==> src/rtl/even_parity_serial_rx.sv <==
// Oversampling serial receiver: start bit, DATA_W data bits (LSB first), even parity, stop bit.
// Delivers each word plus parity/framing flags on a valid/ready port; a word arriving while the port is full is dropped.
module even_parity_serial_rx #(
    parameter int OVS    = 16,
    parameter int DATA_W = 8
) (
    input  logic              clk,
    input  logic              rst,
    input  logic              sample_tick,
    input  logic              rxd,
    output logic [DATA_W-1:0] dout,
    output logic              dout_valid,
    input  logic              dout_ready,
    output logic              parity_err,
    output logic              frame_err,
    output logic              overrun,
    output logic              busy
);

    localparam int TW = (OVS > 1) ? $clog2(OVS) : 1;
    localparam int BW = (DATA_W > 1) ? $clog2(DATA_W) : 1;
    localparam logic [TW-1:0] TICK_HALF = TW'(OVS / 2 - 1);
    localparam logic [TW-1:0] TICK_FULL = TW'(OVS - 1);
    localparam logic [BW-1:0] BIT_LAST  = BW'(DATA_W - 1);

    typedef enum logic [2:0] {
        IDLE      = 3'd0,
        START     = 3'd1,
        DATA      = 3'd2,
        PARITY    = 3'd3,
        STOP      = 3'd4,
        WAIT_HIGH = 3'd5
    } state_t;

    function automatic logic parity_of(input logic [DATA_W-1:0] d);
        return ^d;
    endfunction

    logic              r_sync1;
    logic              r_sync2;
    logic              w_rxd_s;
    state_t            r_state;
    state_t            w_state_nxt;
    logic [TW-1:0]     r_tick;
    logic [TW-1:0]     w_tick_nxt;
    logic [BW-1:0]     r_bit;
    logic [BW-1:0]     w_bit_nxt;
    logic [DATA_W-1:0] r_shift;
    logic [DATA_W-1:0] w_shift_nxt;
    logic              r_p_err;
    logic              w_p_err_nxt;
    logic              r_f_err;
    logic              w_f_err_nxt;
    logic              r_done;
    logic              w_done_nxt;
    logic [DATA_W-1:0] r_dout;
    logic              r_dout_valid;
    logic              r_parity_err;
    logic              r_frame_err;
    logic              r_overrun;
    logic              r_busy;

    assign w_rxd_s    = r_sync2;
    assign dout       = r_dout;
    assign dout_valid = r_dout_valid;
    assign parity_err = r_parity_err;
    assign frame_err  = r_frame_err;
    assign overrun    = r_overrun;
    assign busy       = r_busy;

    // Two-flop synchronizer for the asynchronous line; resets to the idle level.
    always_ff @(posedge clk) begin
        if (rst) begin
            r_sync1 <= 1'b1;
            r_sync2 <= 1'b1;
        end else begin
            r_sync1 <= rxd;
            r_sync2 <= r_sync1;
        end
    end

    // Next-state logic: all counting and sampling happens only on tick cycles.
    always_comb begin
        w_state_nxt = r_state;
        w_tick_nxt  = r_tick;
        w_bit_nxt   = r_bit;
        w_shift_nxt = r_shift;
        w_p_err_nxt = r_p_err;
        w_f_err_nxt = r_f_err;
        w_done_nxt  = 1'b0;
        if (sample_tick) begin
            case (r_state)
                IDLE: begin
                    if (!w_rxd_s) begin
                        w_state_nxt = START;
                        w_tick_nxt  = '0;
                    end else begin
                        w_state_nxt = IDLE;
                    end
                end
                START: begin
                    if (r_tick == TICK_HALF) begin
                        w_tick_nxt  = '0;
                        w_bit_nxt   = '0;
                        w_state_nxt = w_rxd_s ? IDLE : DATA;
                    end else begin
                        w_tick_nxt = r_tick + TW'(1);
                    end
                end
                DATA: begin
                    if (r_tick == TICK_FULL) begin
                        w_tick_nxt  = '0;
                        w_shift_nxt = {w_rxd_s, r_shift[DATA_W-1:1]};
                        if (r_bit == BIT_LAST) begin
                            w_bit_nxt   = '0;
                            w_state_nxt = PARITY;
                        end else begin
                            w_bit_nxt = r_bit + BW'(1);
                        end
                    end else begin
                        w_tick_nxt = r_tick + TW'(1);
                    end
                end
                PARITY: begin
                    if (r_tick == TICK_FULL) begin
                        w_tick_nxt  = '0;
                        w_p_err_nxt = w_rxd_s ^ parity_of(r_shift);
                        w_state_nxt = STOP;
                    end else begin
                        w_tick_nxt = r_tick + TW'(1);
                    end
                end
                STOP: begin
                    if (r_tick == TICK_FULL) begin
                        w_tick_nxt  = '0;
                        w_f_err_nxt = ~w_rxd_s;
                        w_done_nxt  = 1'b1;
                        w_state_nxt = w_rxd_s ? IDLE : WAIT_HIGH;
                    end else begin
                        w_tick_nxt = r_tick + TW'(1);
                    end
                end
                WAIT_HIGH: begin
                    if (w_rxd_s) begin
                        w_state_nxt = IDLE;
                    end else begin
                        w_state_nxt = WAIT_HIGH;
                    end
                end
                default: begin
                    w_state_nxt = IDLE;
                    w_tick_nxt  = '0;
                    w_bit_nxt   = '0;
                end
            endcase
        end else begin
            w_state_nxt = r_state;
        end
    end

    // FSM state, counters and frame-assembly registers.
    always_ff @(posedge clk) begin
        if (rst) begin
            r_state <= IDLE;
            r_tick  <= '0;
            r_bit   <= '0;
            r_shift <= '0;
            r_p_err <= 1'b0;
            r_f_err <= 1'b0;
            r_done  <= 1'b0;
            r_busy  <= 1'b0;
        end else begin
            r_state <= w_state_nxt;
            r_tick  <= w_tick_nxt;
            r_bit   <= w_bit_nxt;
            r_shift <= w_shift_nxt;
            r_p_err <= w_p_err_nxt;
            r_f_err <= w_f_err_nxt;
            r_done  <= w_done_nxt;
            r_busy  <= (w_state_nxt != IDLE);
        end
    end

    // Output port: a completion loads only if the slot is empty or being drained this cycle.
    always_ff @(posedge clk) begin
        if (rst) begin
            r_dout       <= '0;
            r_dout_valid <= 1'b0;
            r_parity_err <= 1'b0;
            r_frame_err  <= 1'b0;
            r_overrun    <= 1'b0;
        end else begin
            r_overrun <= 1'b0;
            if (r_done) begin
                if (!r_dout_valid || dout_ready) begin
                    r_dout       <= r_shift;
                    r_parity_err <= r_p_err;
                    r_frame_err  <= r_f_err;
                    r_dout_valid <= 1'b1;
                end else begin
                    r_overrun <= 1'b1;
                end
            end else if (r_dout_valid && dout_ready) begin
                r_dout_valid <= 1'b0;
            end else begin
                r_dout_valid <= r_dout_valid;
            end
        end
    end

endmodule

==> config.mk <==
export PLATFORM = sky130hd
export DESIGN_NAME = even_parity_serial_rx
export DESIGN_NICKNAME = d
export VERILOG_FILES = /design/src/rtl/even_parity_serial_rx.sv
export SDC_FILE = /design/constraint.sdc
export NUM_CORES = 1
export LEC_CHECK = 0
export BUFFER_PORTS_ARGS = -buffer_cell sky130_fd_sc_hd__buf_4
export CAP_MARGIN = 20
export CORE_ASPECT_RATIO = 0.8
export CORE_MARGIN = 8
export CORE_UTILIZATION = 53
export DETAILED_ROUTE_END_ITERATION = 10
export GPL_TIMING_DRIVEN = 0
export PLACE_DENSITY = 0.81
export SYNTH_ARGS = -nofsm -noshare
export SYNTH_HDL_FRONTEND = slang
export SYNTH_SLANG_ARGS = --single-unit
==> constraint.sdc <==
create_clock -name clk -period 4.6 [get_ports clk]
set_input_delay 0.46 -clock clk [delete_from_list [all_inputs] [get_ports clk]]
set_output_delay 0.46 -clock clk [all_outputs]
set_load 0.01 [all_outputs]
==> flow_results.xml <==
<?xml version="1.0" encoding="UTF-8"?>
<metrics>
  <group name="outcome">
    <metric name="outcome" unit="">completed</metric>
  </group>
  <group name="critical_path">
    <metric name="worstPathArrival" unit="ns">2.02</metric>
    <metric name="critPathSlowestCell" unit="">or4b_4</metric>
    <metric name="cp_slowest_stage_delay" unit="ns">0.52</metric>
    <metric name="worst_ep_required" unit="ns">4.75</metric>
    <metric name="crit_path_start_kind" unit="">register</metric>
    <metric name="r2r-start" unit="">r_tick[0]</metric>
    <metric name="critical_path.cell_chain" unit="">ha_1 -&gt; nand2_1 -&gt; or4b_4 -&gt; a21oi_4 -&gt; mux2i_1 -&gt; nor2_1</metric>
    <metric name="cp_num_buf_inv" unit="">0</metric>
    <metric name="critical_path_peak_fanout" unit="">5</metric>
    <metric name="cp_endpoint_kind" unit="">register</metric>
    <metric name="critical-path-top-delay-family" unit="">simple AND/OR/NAND/NOR gates</metric>
    <metric name="reg2reg_to" unit="">r_bit[0]</metric>
    <metric name="worst-r2r-cell-count" unit="">6</metric>
    <metric name="worst-r2r-setup-slack" unit="ns">2.73</metric>
    <metric name="path_class" unit="">register to register</metric>
  </group>
  <group name="floorplan">
    <metric name="io-pin-count" unit="">18</metric>
    <metric name="design.die.area" unit="µm²">5179</metric>
    <metric name="placeableCoreArea" unit="µm²">3040</metric>
    <metric name="initial_core_utilization" unit="%">54.44</metric>
    <metric name="die_height" unit="µm">65.99</metric>
    <metric name="num_rows" unit="">18</metric>
    <metric name="die_w" unit="µm">78.48</metric>
  </group>
  <group name="synthesis">
    <metric name="post_synth_net_total" unit="">184</metric>
    <metric name="synth_ff_type" unit="">dfxtp_1</metric>
    <metric name="synth.top_cells.by_count" unit="">36 x dfxtp_1, 36 x nor2_1, 22 x mux2i_1, 6 x a21oi_1, 6 x nand2_1</metric>
    <metric name="avgSynthCellArea" unit="µm²">9.405</metric>
    <metric name="synth.lib_cells_used.distinct" unit="">43</metric>
    <metric name="ys_seq_area_share" unit="%">43.54</metric>
    <metric name="ys_seq_elements" unit="">36</metric>
    <metric name="ys_top_cells_by_area" unit="">dfxtp_1 44%, mux2i_1 13%, nor2_1 8.2%, xnor2_1 2.6%, ha_1 2.3%</metric>
    <metric name="mappedNetlistArea" unit="µm²">1655</metric>
    <metric name="synth_top_area_share" unit="%">43.54</metric>
    <metric name="synth-edff-count" unit="">0</metric>
    <metric name="yosysWarningCount" unit="">0</metric>
    <metric name="yosysTopAreaCell" unit="">dfxtp_1</metric>
    <metric name="netlist_instances" unit="">176</metric>
    <metric name="synth_async_sr_flop_share" unit="%">0</metric>
  </group>
  <group name="pwr">
    <metric name="finalPower" unit="mW">0.6013</metric>
    <metric name="power.ir.vdd_worst" unit="mV">0.2207</metric>
    <metric name="leakage" unit="nW">0.8267</metric>
    <metric name="powerDensity" unit="nW/µm²">311.0</metric>
  </group>
  <group name="final_layout">
    <metric name="multi_input_gate_area_in_the_final_layout" unit="µm²">862.1</metric>
    <metric name="instances_no_fill" unit="">240</metric>
    <metric name="drive_above_1_share" unit="%">18.50</metric>
    <metric name="insertedDiodeCount" unit="">0</metric>
    <metric name="seqCellArea" unit="µm²">720.7</metric>
    <metric name="filler_cell_count" unit="">258</metric>
    <metric name="area_delta_synth_final" unit="%">16.78</metric>
    <metric name="num-nets-final" unit="">207</metric>
  </group>
  <group name="sta">
    <metric name="layout_min_cycle_time" unit="ns">1.866</metric>
    <metric name="fmax" unit="GHz">0.5360</metric>
    <metric name="rsz0062_at_grt" unit="">false</metric>
    <metric name="fin_crit_sh" unit="%">40.56</metric>
    <metric name="worst_clock_skew_on_the_final_layout" unit="ns">0.003948</metric>
    <metric name="max_slew_margin" unit="%">63.59</metric>
    <metric name="timing_max_transition_violations_final" unit="">0</metric>
    <metric name="max_slew.worst_pin.slew" unit="ns">0.5462</metric>
    <metric name="report.final.setup_viol" unit="">0</metric>
    <metric name="hold_ws" unit="ns">0.3629</metric>
    <metric name="totalNegativeSetupSlack" unit="ns">0</metric>
    <metric name="final_hold_viol_count" unit="">0</metric>
  </group>
  <group name="routing">
    <metric name="routed_via_density" unit="">5.496</metric>
    <metric name="routed_wirelength" unit="µm">3472</metric>
    <metric name="first_pass_iters" unit="">4</metric>
    <metric name="route.detailed.wl_per_inst" unit="µm">14.47</metric>
    <metric name="vias" unit="">1319</metric>
    <metric name="postRouteAntennaNets" unit="">0</metric>
    <metric name="detailedRoute.firstIterationViolations" unit="">108</metric>
    <metric name="drc" unit="">0</metric>
  </group>
  <group name="place">
    <metric name="gp_congestion" unit="">0.8583</metric>
    <metric name="placement.io_buffers" unit="">16</metric>
    <metric name="hpwl" unit="µm">2560</metric>
    <metric name="dp_cells" unit="">232</metric>
  </group>
  <group name="clock_network">
    <metric name="numClockSinks" unit="">36</metric>
    <metric name="tritoncts_clock_tree" unit="">yes</metric>
    <metric name="ctsLongestPathBuffers" unit="">2</metric>
    <metric name="cts.reportedPaths.clkPinSlew" unit="ns">0.06</metric>
    <metric name="clk-insertion-delay-late" unit="ns">0.28</metric>
    <metric name="cts.repair.resized" unit="">0</metric>
    <metric name="htree_levels" unit="">2</metric>
    <metric name="tritoncts.num_buffers" unit="">5</metric>
    <metric name="cts_hold_buf" unit="">0</metric>
    <metric name="clockRootBuffer" unit="">clkbuf_8</metric>
    <metric name="post_cts_buffers" unit="">0</metric>
  </group>
  <group name="hold_path">
    <metric name="min-delay-path-class" unit="">input pin to register</metric>
    <metric name="worstHoldStart" unit="">rxd</metric>
    <metric name="holdPathStages" unit="">2</metric>
    <metric name="worst_min_delay_path_endpoint" unit="">r_sync1</metric>
  </group>
  <group name="global_route">
    <metric name="number_of_global_route_vias_before_repair" unit="">1327</metric>
    <metric name="grt_use_total" unit="%">14.57</metric>
    <metric name="grt_antenna_before_repair" unit="">0</metric>
    <metric name="grt_max_degree" unit="">12</metric>
    <metric name="first_pass_grt_wire_length" unit="µm">6030</metric>
    <metric name="global_route.overflow_total" unit="">0</metric>
  </group>
  <group name="run">
    <metric name="drv_cap" unit="">0</metric>
  </group>
</metrics>
state kept, by name, indices dropped and copies added (netlist names), 3 cells and up:
register and count:
r_tick 4, r_state 3, r_bit 3, r_shift 8, dout 8
power by group:
part | switching (mW) | internal [mW]
Sequential | 0.000559 | 0.313
Clock | 0.103 | 0.161
Combinational | 0.0152 | 0.00888
placed cells by master (no fill, tap or decap), drive strengths merged, types with 2 or more instances in the layout:
| cell | instances |
|---|---|
| xnor2 | 5 |
| or2 | 2 |
| a211oi | 2 |
| xor2 | 3 |
| nand2 | 7 |
| nand3 | 3 |
| nor3 | 4 |
| nor4b | 2 |
| nor2b | 2 |
| a21oi | 7 |
| o21ai | 6 |
| inv | 5 |
| a31oi | 3 |
| nor4 | 2 |
| nand2b | 3 |
| nor2 | 36 |
| buf | 22 |
| ha | 3 |
| dfxtp | 36 |
| clkbuf | 10 |
| mux2i | 22 |
cell families (layout without fill, tap and decap cells):
group	count (synthesis)	after routing	synth area share, %
buffers and inverters	15	39	4.383
xor gates and xnor gates	9	9	5.593
and+or+nand+nor	69	69	22.22
muxes	22	22	13.30
adders and majority gates	3	3	2.268
AOI/OAI and AO/OA	22	22	8.692
DFF	36	36	43.54
layout make-up:
cell class | count | area share [%]
sequential | 36 | 37.28
timing repair buffer | 16 | 6.214
multi-input combinational | 125 | 44.60
buffer | 10 | 2.783
clock buffer | 6 | 3.754
inverter | 5 | 0.9709
tap | 40 | 2.589
clock inverter | 2 | 1.812
stage by stage:
stage	area [µm²]	setup WS, ns	utilization, %
after global routing	1933	2.614	63.58
final	1933	2.734	63.58
after global placement	1826	2.836	60.04
after floorplan	1655	2.934	-
after CTS	1933	2.723	63.58
after detailed placement	1826	2.726	60.04
worst max path at each step:
| stage | from | endpoint | slack, ns | depth (start not counted) |
|---|---|---|---|---|
| final | r_tick[0] | r_bit[0] | 2.73 | 6 |
| after detailed placement | r_tick[0] | r_bit[0] | 2.73 | 6 |
| after global placement | r_tick[0] | r_bit[0] | 2.84 | 6 |
| after global routing | r_tick[0] | r_shift[1] | 2.61 | 6 |
| after CTS | r_tick[0] | r_bit[0] | 2.72 | 6 |
| after floorplan | r_tick[0] | r_bit[0] | 2.93 | 6 |
metal layers:
layer  GRT usage, %  part of all wire [%]  vias up
met5              0                     0        -
met4          8.065                   2.2        0
met3          3.804                   4.8        7
met2          24.77                    49       34
met1          16.41                    44      625
li1               -                     -      653
Power figures use the tool's default switching activity.
